## config.mk

```make
export PLATFORM = sky130hd
export DESIGN_NAME = alu_muldiv
export DESIGN_NICKNAME = d
export VERILOG_FILES = /design/src/rtl/alu_muldiv.sv
export SDC_FILE = /design/constraint.sdc
export NUM_CORES = 1
export LEC_CHECK = 0
export ABC_AREA = 1
export CAP_MARGIN = 0
export CORE_MARGIN = 2
export CORE_UTILIZATION = 50
export DETAILED_ROUTE_END_ITERATION = 12
export GPL_ROUTABILITY_DRIVEN = 1
export HOLD_SLACK_MARGIN = 0.05
export PLACE_DENSITY = 0.7
export SKIP_LAST_GASP = 1
export SLEW_MARGIN = 20
export SYNTH_ARGS = -nofsm -noshare
export SYNTH_HDL_FRONTEND = slang
export SYNTH_SLANG_ARGS = --single-unit
export TNS_END_PERCENT = 10
```

## constraint.sdc

```tcl
create_clock -name clk -period 3.83 [get_ports clk]
set_input_delay 1.149 -clock clk [delete_from_list [all_inputs] [get_ports clk]]
set_output_delay 1.149 -clock clk [all_outputs]
set_load 0.02 [all_outputs]
```

## src/rtl/alu_muldiv.sv

```systemverilog
// RV32I/M integer execution unit: single-cycle base ALU plus an iterative
// shift-add multiplier and restoring divider behind a valid/ready handshake.
module alu_muldiv #(
   parameter int WIDTH = 32
) (
   input  logic             clk,
   input  logic             rst_n,
   input  logic             in_valid,
   output logic             in_ready,
   input  logic [WIDTH-1:0] op1,
   input  logic [WIDTH-1:0] op2,
   input  logic [6:0]       opcode,
   input  logic [2:0]       funct3,
   input  logic [6:0]       funct7,
   input  logic             flush,
   output logic             out_valid,
   input  logic             out_ready,
   output logic [WIDTH-1:0] result,
   output logic             zero,
   output logic             busy
);

   localparam int SHAMT_W = $clog2(WIDTH);
   localparam logic [SHAMT_W-1:0] LAST = SHAMT_W'(WIDTH - 1);
   localparam logic [6:0] OPC_OP  = 7'b0110011;
   localparam logic [6:0] OPC_IMM = 7'b0010011;
   localparam logic [6:0] F7_BASE = 7'b0000000;
   localparam logic [6:0] F7_ALT  = 7'b0100000;
   localparam logic [6:0] F7_M    = 7'b0000001;
   localparam logic [WIDTH-1:0] MOST_NEG = {1'b1, {(WIDTH-1){1'b0}}};

   typedef enum logic [1:0] {IDLE, MUL, DIV, DONE} state_t;

   state_t state, state_nxt;

   // hi/lo hold product halves while multiplying, remainder/quotient while dividing.
   logic [WIDTH-1:0]   hi, lo, opd;
   logic [SHAMT_W-1:0] cnt;
   logic               neg_res, neg_rem, sel_hi;

   logic               is_op, is_imm, is_m, is_mul, is_div;
   logic               div_zero, div_ovf, div_long, fire;
   logic               a_signed, b_signed, a_neg, b_neg;
   logic [WIDTH-1:0]   a_mag, b_mag, alu_res;
   logic [SHAMT_W-1:0] shamt;

   logic [WIDTH:0]     mul_sum;
   logic [2*WIDTH-1:0] mul_next, mul_prod;
   logic [WIDTH:0]     div_shift, div_diff;
   logic               div_ok;
   logic [WIDTH-1:0]   rem_next, quo_next, step_res;

   assign in_ready  = (state == IDLE) || (state == DONE && out_ready);
   assign out_valid = (state == DONE);
   assign busy      = (state == MUL) || (state == DIV);
   assign fire      = in_valid && in_ready && !flush;

   assign is_op    = (opcode == OPC_OP);
   assign is_imm   = (opcode == OPC_IMM);
   assign is_m     = is_op && (funct7 == F7_M);
   assign is_mul   = is_m && !funct3[2];
   assign is_div   = is_m && funct3[2];
   assign div_zero = (op2 == '0);
   assign div_ovf  = !funct3[0] && (op1 == MOST_NEG) && (op2 == '1);
   assign div_long = is_div && !div_zero && !div_ovf;

   // MUL/MULH treat both operands as signed, MULHSU only op1; DIV/REM sign both.
   assign a_signed = funct3[2] ? !funct3[0] : (funct3 != 3'd3);
   assign b_signed = funct3[2] ? !funct3[0] : !funct3[1];
   assign a_neg    = a_signed && op1[WIDTH-1];
   assign b_neg    = b_signed && op2[WIDTH-1];
   assign a_mag    = a_neg ? -op1 : op1;
   assign b_mag    = b_neg ? -op2 : op2;
   assign shamt    = op2[SHAMT_W-1:0];

   // NOTE: default every always_comb output first so no path leaves it unassigned (latch).
   always_comb begin
      alu_res = '0;
      if (is_m) begin
         if (funct3[2] && div_zero)     alu_res = funct3[1] ? op1 : '1;
         else if (funct3[2] && div_ovf) alu_res = funct3[1] ? '0 : op1;
      end else if (is_op || is_imm) begin
         case (funct3)
            3'd0: if (is_imm || funct7 == F7_BASE) alu_res = op1 + op2;
                  else if (funct7 == F7_ALT)       alu_res = op1 - op2;
            3'd1: if (funct7 == F7_BASE) alu_res = op1 << shamt;
            3'd2: if (is_imm || funct7 == F7_BASE)
                     alu_res = {{(WIDTH-1){1'b0}}, $signed(op1) < $signed(op2)};
            3'd3: if (is_imm || funct7 == F7_BASE)
                     alu_res = {{(WIDTH-1){1'b0}}, op1 < op2};
            3'd4: if (is_imm || funct7 == F7_BASE) alu_res = op1 ^ op2;
            3'd5: if (funct7 == F7_BASE)     alu_res = op1 >> shamt;
                  else if (funct7 == F7_ALT) alu_res = $unsigned($signed(op1) >>> shamt);
            3'd6: if (is_imm || funct7 == F7_BASE) alu_res = op1 | op2;
            3'd7: if (is_imm || funct7 == F7_BASE) alu_res = op1 & op2;
            default: alu_res = '0;
         endcase
      end
   end

   assign mul_sum  = {1'b0, hi} + (lo[0] ? {1'b0, opd} : '0);
   assign mul_next = {mul_sum, lo[WIDTH-1:1]};
   assign mul_prod = neg_res ? -mul_next : mul_next;

   // Rem < divisor before the shift, so the trial value fits in WIDTH+1 bits.
   assign div_shift = {hi, lo[WIDTH-1]};
   assign div_diff  = div_shift - {1'b0, opd};
   assign div_ok    = !div_diff[WIDTH];
   assign rem_next  = div_ok ? div_diff[WIDTH-1:0] : div_shift[WIDTH-1:0];
   assign quo_next  = {lo[WIDTH-2:0], div_ok};

   always_comb begin
      step_res = '0;
      if (state == MUL)
         step_res = sel_hi ? mul_prod[2*WIDTH-1:WIDTH] : mul_prod[WIDTH-1:0];
      else if (sel_hi)
         step_res = neg_rem ? -rem_next : rem_next;
      else
         step_res = neg_res ? -quo_next : quo_next;
   end

   // NOTE: sequential state uses non-blocking assignments only.
   always_ff @(posedge clk or negedge rst_n) begin
      if (!rst_n) state <= IDLE;
      else        state <= state_nxt;
   end

   always_comb begin
      state_nxt = state;
      case (state)
         IDLE, DONE: begin
            if (state == DONE && out_ready) state_nxt = IDLE;
            if (fire) state_nxt = is_mul ? MUL : (div_long ? DIV : DONE);
         end
         MUL, DIV: if (cnt == LAST) state_nxt = DONE;
         default:  state_nxt = IDLE;
      endcase
      if (flush) state_nxt = IDLE;
   end

   // NOTE: datapath registers are reset too, so no X can leak out after reset.
   always_ff @(posedge clk or negedge rst_n) begin
      if (!rst_n) begin
         hi      <= '0;
         lo      <= '0;
         opd     <= '0;
         cnt     <= '0;
         neg_res <= 1'b0;
         neg_rem <= 1'b0;
         sel_hi  <= 1'b0;
         result  <= '0;
         zero    <= 1'b1;
      end else if (fire) begin
         cnt     <= '0;
         neg_res <= a_neg ^ b_neg;
         neg_rem <= a_neg;
         sel_hi  <= is_mul ? (funct3 != 3'd0) : funct3[1];
         if (is_mul) begin
            hi  <= '0;
            lo  <= b_mag;
            opd <= a_mag;
         end else if (div_long) begin
            hi  <= '0;
            lo  <= a_mag;
            opd <= b_mag;
         end else begin
            result <= alu_res;
            zero   <= (alu_res == '0);
         end
      end else if (busy && !flush) begin
         cnt <= cnt + 1'b1;
         if (state == MUL) begin
            hi <= mul_next[2*WIDTH-1:WIDTH];
            lo <= mul_next[WIDTH-1:0];
         end else begin
            hi <= rem_next;
            lo <= quo_next;
         end
         if (cnt == LAST) begin
            result <= step_res;
            zero   <= (step_res == '0);
         end
      end
   end

endmodule

```

==> results of run 1 <==
## repair_timing
item                                    4_1_cts
cloned                                        2
pin swaps                                    96
setup buffers                                42
hold endpoints to repair                      0
resized for setup                           354
endpoints found under the setup margin      118
## layer usage
layer  overflow  track usage
met1          1        0.722
met2        142        0.909
met3          0        0.459
met4         86        0.674
met5          0        0.105
## kinds of logic after synthesis
kind of cell / Yosys count / synth area share
adder cells (fa/ha/maj): 175 / 0.0786
flip-flops: 139 / 0.123
AND/OR/NAND/NOR: 2646 / 0.390
AO/OA/AOI/OAI: 1199 / 0.240
buffers and inverters: 942 / 0.128
multiplexers: 11 / 0.00390
XOR/XNOR: 117 / 0.0363
## metrics by stage
stage               hold slack, ns   util  instances  setup TNS (ns)
floorplan                    0.426      -       5229               0
global placement             0.449  0.721       7297          -73.61
detailed placement           0.469  0.721       7297          -77.63
CTS                          0.481  0.764       7372           -1.81
==> flow_metrics.env, run 1 <==
export IMPL_seq_area_frac_synth=0.123
export IMPL_yosys_warnings=0
export IMPL_synth_area_leader_cell="nand2_1"
export IMPL_synth_nets=5490
export IMPL_run_status="stopped before the end"
export IMPL_synthTopCellsByCount="nand2_1 (1,514), inv_1 (692), nor2_1 (534)"
export IMPL_io_buffer_count=121
export IMPL_synth_cell_types=72
export IMPL_async_flop_share=1.00
export IMPL_pin_count=122
export IMPL_synthCells=5229
export IMPL_synth_ff_type="dfrtp_1"
export IMPL_grt_pass1_vias=47177
export IMPL_ys_ff_latch=139
export IMPL_firstError="[ERROR GRT-0116] Global routing finished with congestion. Check the congestion regions in the DRC Viewer."
export IMPL_grt_pass1_wl_mm=312
export IMPL_cts_made_buffers=17
export IMPL_avgSynthCellArea_sq_um=5.40
export IMPL_placed_cell_area_sq_um=40500
export IMPL_grt_max_degree=113
export IMPL_place_ws_ns=-0.920
export IMPL_dpl_hpwl_mm=143
export IMPL_htreeDepth=4
export IMPL_yosysTopAreaCellShare=0.201
export IMPL_yosysMostFrequentCell="nand2_1"
export IMPL_grt_overflow=229
export IMPL_clk_path_buf_depth=2
export IMPL_routabilityCongestion=1.27
export IMPL_cts_sinks=139
export IMPL_cts_hold_buf=0
export IMPL_die_h_um=242
export IMPL_fp_row_count=87
export IMPL_grt_total_usage=0.694
export IMPL_die_width_um=242
export IMPL_synth_edf_count=0
export IMPL_netlist_area_sq_um=28300
export IMPL_start_util=0.503
export IMPL_ctsRootBufferMaster="clkbuf_16"
export IMPL_lastStage="5_1_grt"
export IMPL_synthTopCellsByArea="nand2_1 (20%), dfrtp_1 (12%), o21ai_0 (9.2%)"
==> run 2: changes to the inputs <==
--- a/config.mk
+++ b/config.mk
@@ -8,11 +8,10 @@
 export ABC_AREA = 1
 export CAP_MARGIN = 0
 export CORE_MARGIN = 2
-export CORE_UTILIZATION = 50
+export CORE_UTILIZATION = 35
 export DETAILED_ROUTE_END_ITERATION = 12
 export GPL_ROUTABILITY_DRIVEN = 1
-export HOLD_SLACK_MARGIN = 0.05
-export PLACE_DENSITY = 0.7
+export PLACE_DENSITY_LB_ADDON = 0.15
 export SKIP_LAST_GASP = 1
 export SLEW_MARGIN = 20
 export SYNTH_ARGS = -nofsm -noshare
==> constraint.sdc (replaced) <==
create_clock -name clk -period 5 [get_ports clk]
set_input_delay 1.5 -clock clk [delete_from_list [all_inputs] [get_ports clk]]
set_output_delay 1.5 -clock clk [all_outputs]
set_load 0.02 [all_outputs]
==> flow_metrics.env, run 2 <==
export IMPL_io_buffer_count=121
export IMPL_area_growth_pct=32.5
export IMPL_antenna_found_initial=12
export IMPL_run_status="finished clean"
export IMPL_first_pass_iters=9
export IMPL_synth_area_leader_cell="nand2_1"
export IMPL_fin_setup_tns_ns=0
export IMPL_routed_wl_mm=195
export IMPL_synth_edf_count=0
export IMPL_grt_max_degree=74
export IMPL_worst_slew_pin_slew_ns=1.22
export IMPL_grt_busiest_layer="met2"
export IMPL_vias_per_cell=5.73
export IMPL_register_area_sq_um=3480
export IMPL_postRouteAntennaNets=0
export IMPL_async_flop_share=1.00
export IMPL_final_cell_mix="nand2_1 (1,512), buf_4 (828), inv_1 (691)"
export IMPL_cap_violations=0
export IMPL_design_area_sq_um=37400
export IMPL_final_nets=6267
export IMPL_synthTopCellsByArea="nand2_1 (20%), dfrtp_1 (12%), o21ai_0 (9.2%)"
export IMPL_ys_ff_latch=139
export IMPL_die_width_um=288
export IMPL_drc_errors=0
export IMPL_synthTopCellsByCount="nand2_1 (1,514), inv_1 (692), nor2_1 (534)"
export IMPL_placed_cell_area_sq_um=36700
export IMPL_min_path_type="register to register"
export IMPL_p_int_w=0.00732
export IMPL_pwr_share_clk=0.070
export IMPL_grt_pass1_wl_mm=274
export IMPL_fillers=8983
export IMPL_total_power_w=0.0196
export IMPL_synth_nets=5490
export IMPL_first_iter_violations=4456
export IMPL_p_leak_nw=19.1
export IMPL_fp_row_count=104
export IMPL_cts_made_buffers=17
export IMPL_pin_count=122
export IMPL_die_h_um=288
export IMPL_netlist_area_sq_um=28300
export IMPL_vdd_ir_drop_max_uv=339
export IMPL_required_ns=5.42
export IMPL_yosysMostFrequentCell="nand2_1"
export IMPL_start_kind="register"
export IMPL_swShare=0.627
export IMPL_fmax_mhz=201
export IMPL_cts_hold_buf=0
export IMPL_hold_worst_slack_ns=0.489
export IMPL_yosys_warnings=0
export IMPL_period_share=0.996
export IMPL_grtUsageMet1=0.527
export IMPL_cp_max_fo=16
export IMPL_max_slew_margin=0.176
export IMPL_rsz0062_at_grt="yes"
export IMPL_clk_path_buf_depth=2
export IMPL_synthCells=5229
export IMPL_critPathKind="register to register"
export IMPL_synth_cell_types=72
export IMPL_clock_latency_ns=0.48
export IMPL_cts_tree="built"
export IMPL_vias=40572
export IMPL_htreeDepth=4
export IMPL_cts_sinks=139
export IMPL_finClkSkew_ns=0.0168
export IMPL_avgSynthCellArea_sq_um=5.40
export IMPL_ctsRootBufferMaster="clkbuf_16"
export IMPL_clk_pin_slew_worst_paths_ns=0.07
export IMPL_pwr_share_seq=0.116
export IMPL_p_sw_w=0.0123
export IMPL_die_area_sq_um=83000
export IMPL_synth_ff_type="dfrtp_1"
export IMPL_grt_total_usage=0.462
export IMPL_wl_per_cell_um=27.6
export IMPL_comb_power_share=0.814
export IMPL_grt_util_met2=0.725
export IMPL_slew_violations=0
export IMPL_grt_overflow=0
export IMPL_final_hold_viol_count=0
export IMPL_setup_viol=0
export IMPL_arrival_ns=5.40
export IMPL_final_common_cell="nand2_1"
export IMPL_routabilityCongestion=1.16
export IMPL_endpoint_kind="register"
export IMPL_start_util=0.352
export IMPL_dpl_hpwl_mm=165
export IMPL_grt_use_met3=0.0976
export IMPL_p_per_area_nw_per_um2=524
export IMPL_multi_input_area_sq_um=21300
export IMPL_seq_area_frac_synth=0.123
export IMPL_drive_gt1_frac=0.167
export IMPL_yosysTopAreaCellShare=0.201
export IMPL_grt_pass1_vias=38188
export IMPL_period_needed_ns=4.98
export IMPL_coreArea_sq_um=80300
## run 2: final timing paths
| kind | start | endpoint | slack, ns | cells after the start |
|---|---|---|---|---|
| max in group asynchronous | rst_n | opd[25] | 3.12 | 2 |
| setup / recovery | opd[0] | result[31] | 0.02 | 27 |
| hold / removal | cnt[3] | cnt[3] | 0.49 | 1 |
| hold reg to reg | cnt[3] | cnt[3] | 0.49 | 1 |
| setup reg to reg | opd[0] | result[31] | 0.02 | 27 |
| min in group asynchronous | rst_n | hi[30] | 0.99 | 1 |
## run 2: area by class of cell
type / count / area share
Multi-Input combinational cell: 4148 / 0.569
Timing Repair Buffer: 979 / 0.214
Sequential cell: 139 / 0.0930
Inverter: 721 / 0.0724
Tap cell: 1060 / 0.0354
Clock buffer: 18 / 0.0117
Clock inverter: 14 / 0.00418
Antenna cell: 6 / 0.000401
## run 2: power by group through the flow
| stage | Sequential [W] | Clock (W) | Combinational (W) |
|---|---|---|---|
| after detailed placement | 0.00225 | 0 | 0.0152 |
| final | 0.00228 | 0.00138 | 0.0160 |
| after global routing | 0.00228 | 0.00142 | 0.0171 |
| after floorplan | 0.00198 | 0 | 0.00872 |
| after global placement | 0.00226 | 0 | 0.0152 |
| after CTS | 0.00224 | 0.00138 | 0.0153 |
## run 2: cells by family (layout without fill, tap and decap cells)
family,count (synthesis),in the layout,share of synthesized area
buffers and inverters,942,1732,0.128
DFF,139,139,0.123
muxes,11,11,0.00390
adders and majority gates,175,175,0.0786
and+or+nand+nor,2646,2646,0.390
AOI/OAI and AO/OA,1199,1199,0.240
xor gates and xnor gates,117,117,0.0363
other,0,6,0
## run 2: what timing repair did
action	CTS	global route
setup endpoints to repair	0	16
endpoints found under the hold margin	0	0
resized for setup	0	23
setup buffers	0	0
## run 2: critical path: stages, from the launching register on
cell	delay [ns]
dfrtp_1	0.44
ha_1	0.32
fa_1	0.47
inv_1	0.12
nand2_1	0.06
nand2_1	0.08
nand3_1	0.08
nand2_2	0.11
nand2_2	0.07
nand2_4	0.08
nand2_4	0.08
nand3_4	0.16
nand2_4	0.21
buf_12	0.22
buf_4	0.19
o21ai_0	0.28
nand2_1	0.11
nor2_1	0.19
nand2_1	0.09
nor2_1	0.08
nand2_1	0.08
nand3_1	0.08
nand3_1	0.27
nand2_1	0.15
nand2_1	0.08
buf_4	0.16
a21oi_1	0.41
a22o_1	0.20
## run 2: through the flow
step / instances / worst slack [ns] / utilization
after floorplan: 5229 / 0.0860 / -
after global placement: 7047 / -0.400 / 0.458
after detailed placement: 7047 / -0.476 / 0.458
after CTS: 7079 / 0.00387 / 0.465
after global routing: 7080 / -0.185 / 0.466
final: 7085 / 0.0214 / 0.466
## run 2: routing by layer
layer,routed length [um],share of wire
met1,72600,0.37
met2,84700,0.43
met3,16200,0.083
met4,21900,0.11
met5,23,0.00012
No activity file was read; power rests on OpenSTA's default activity.
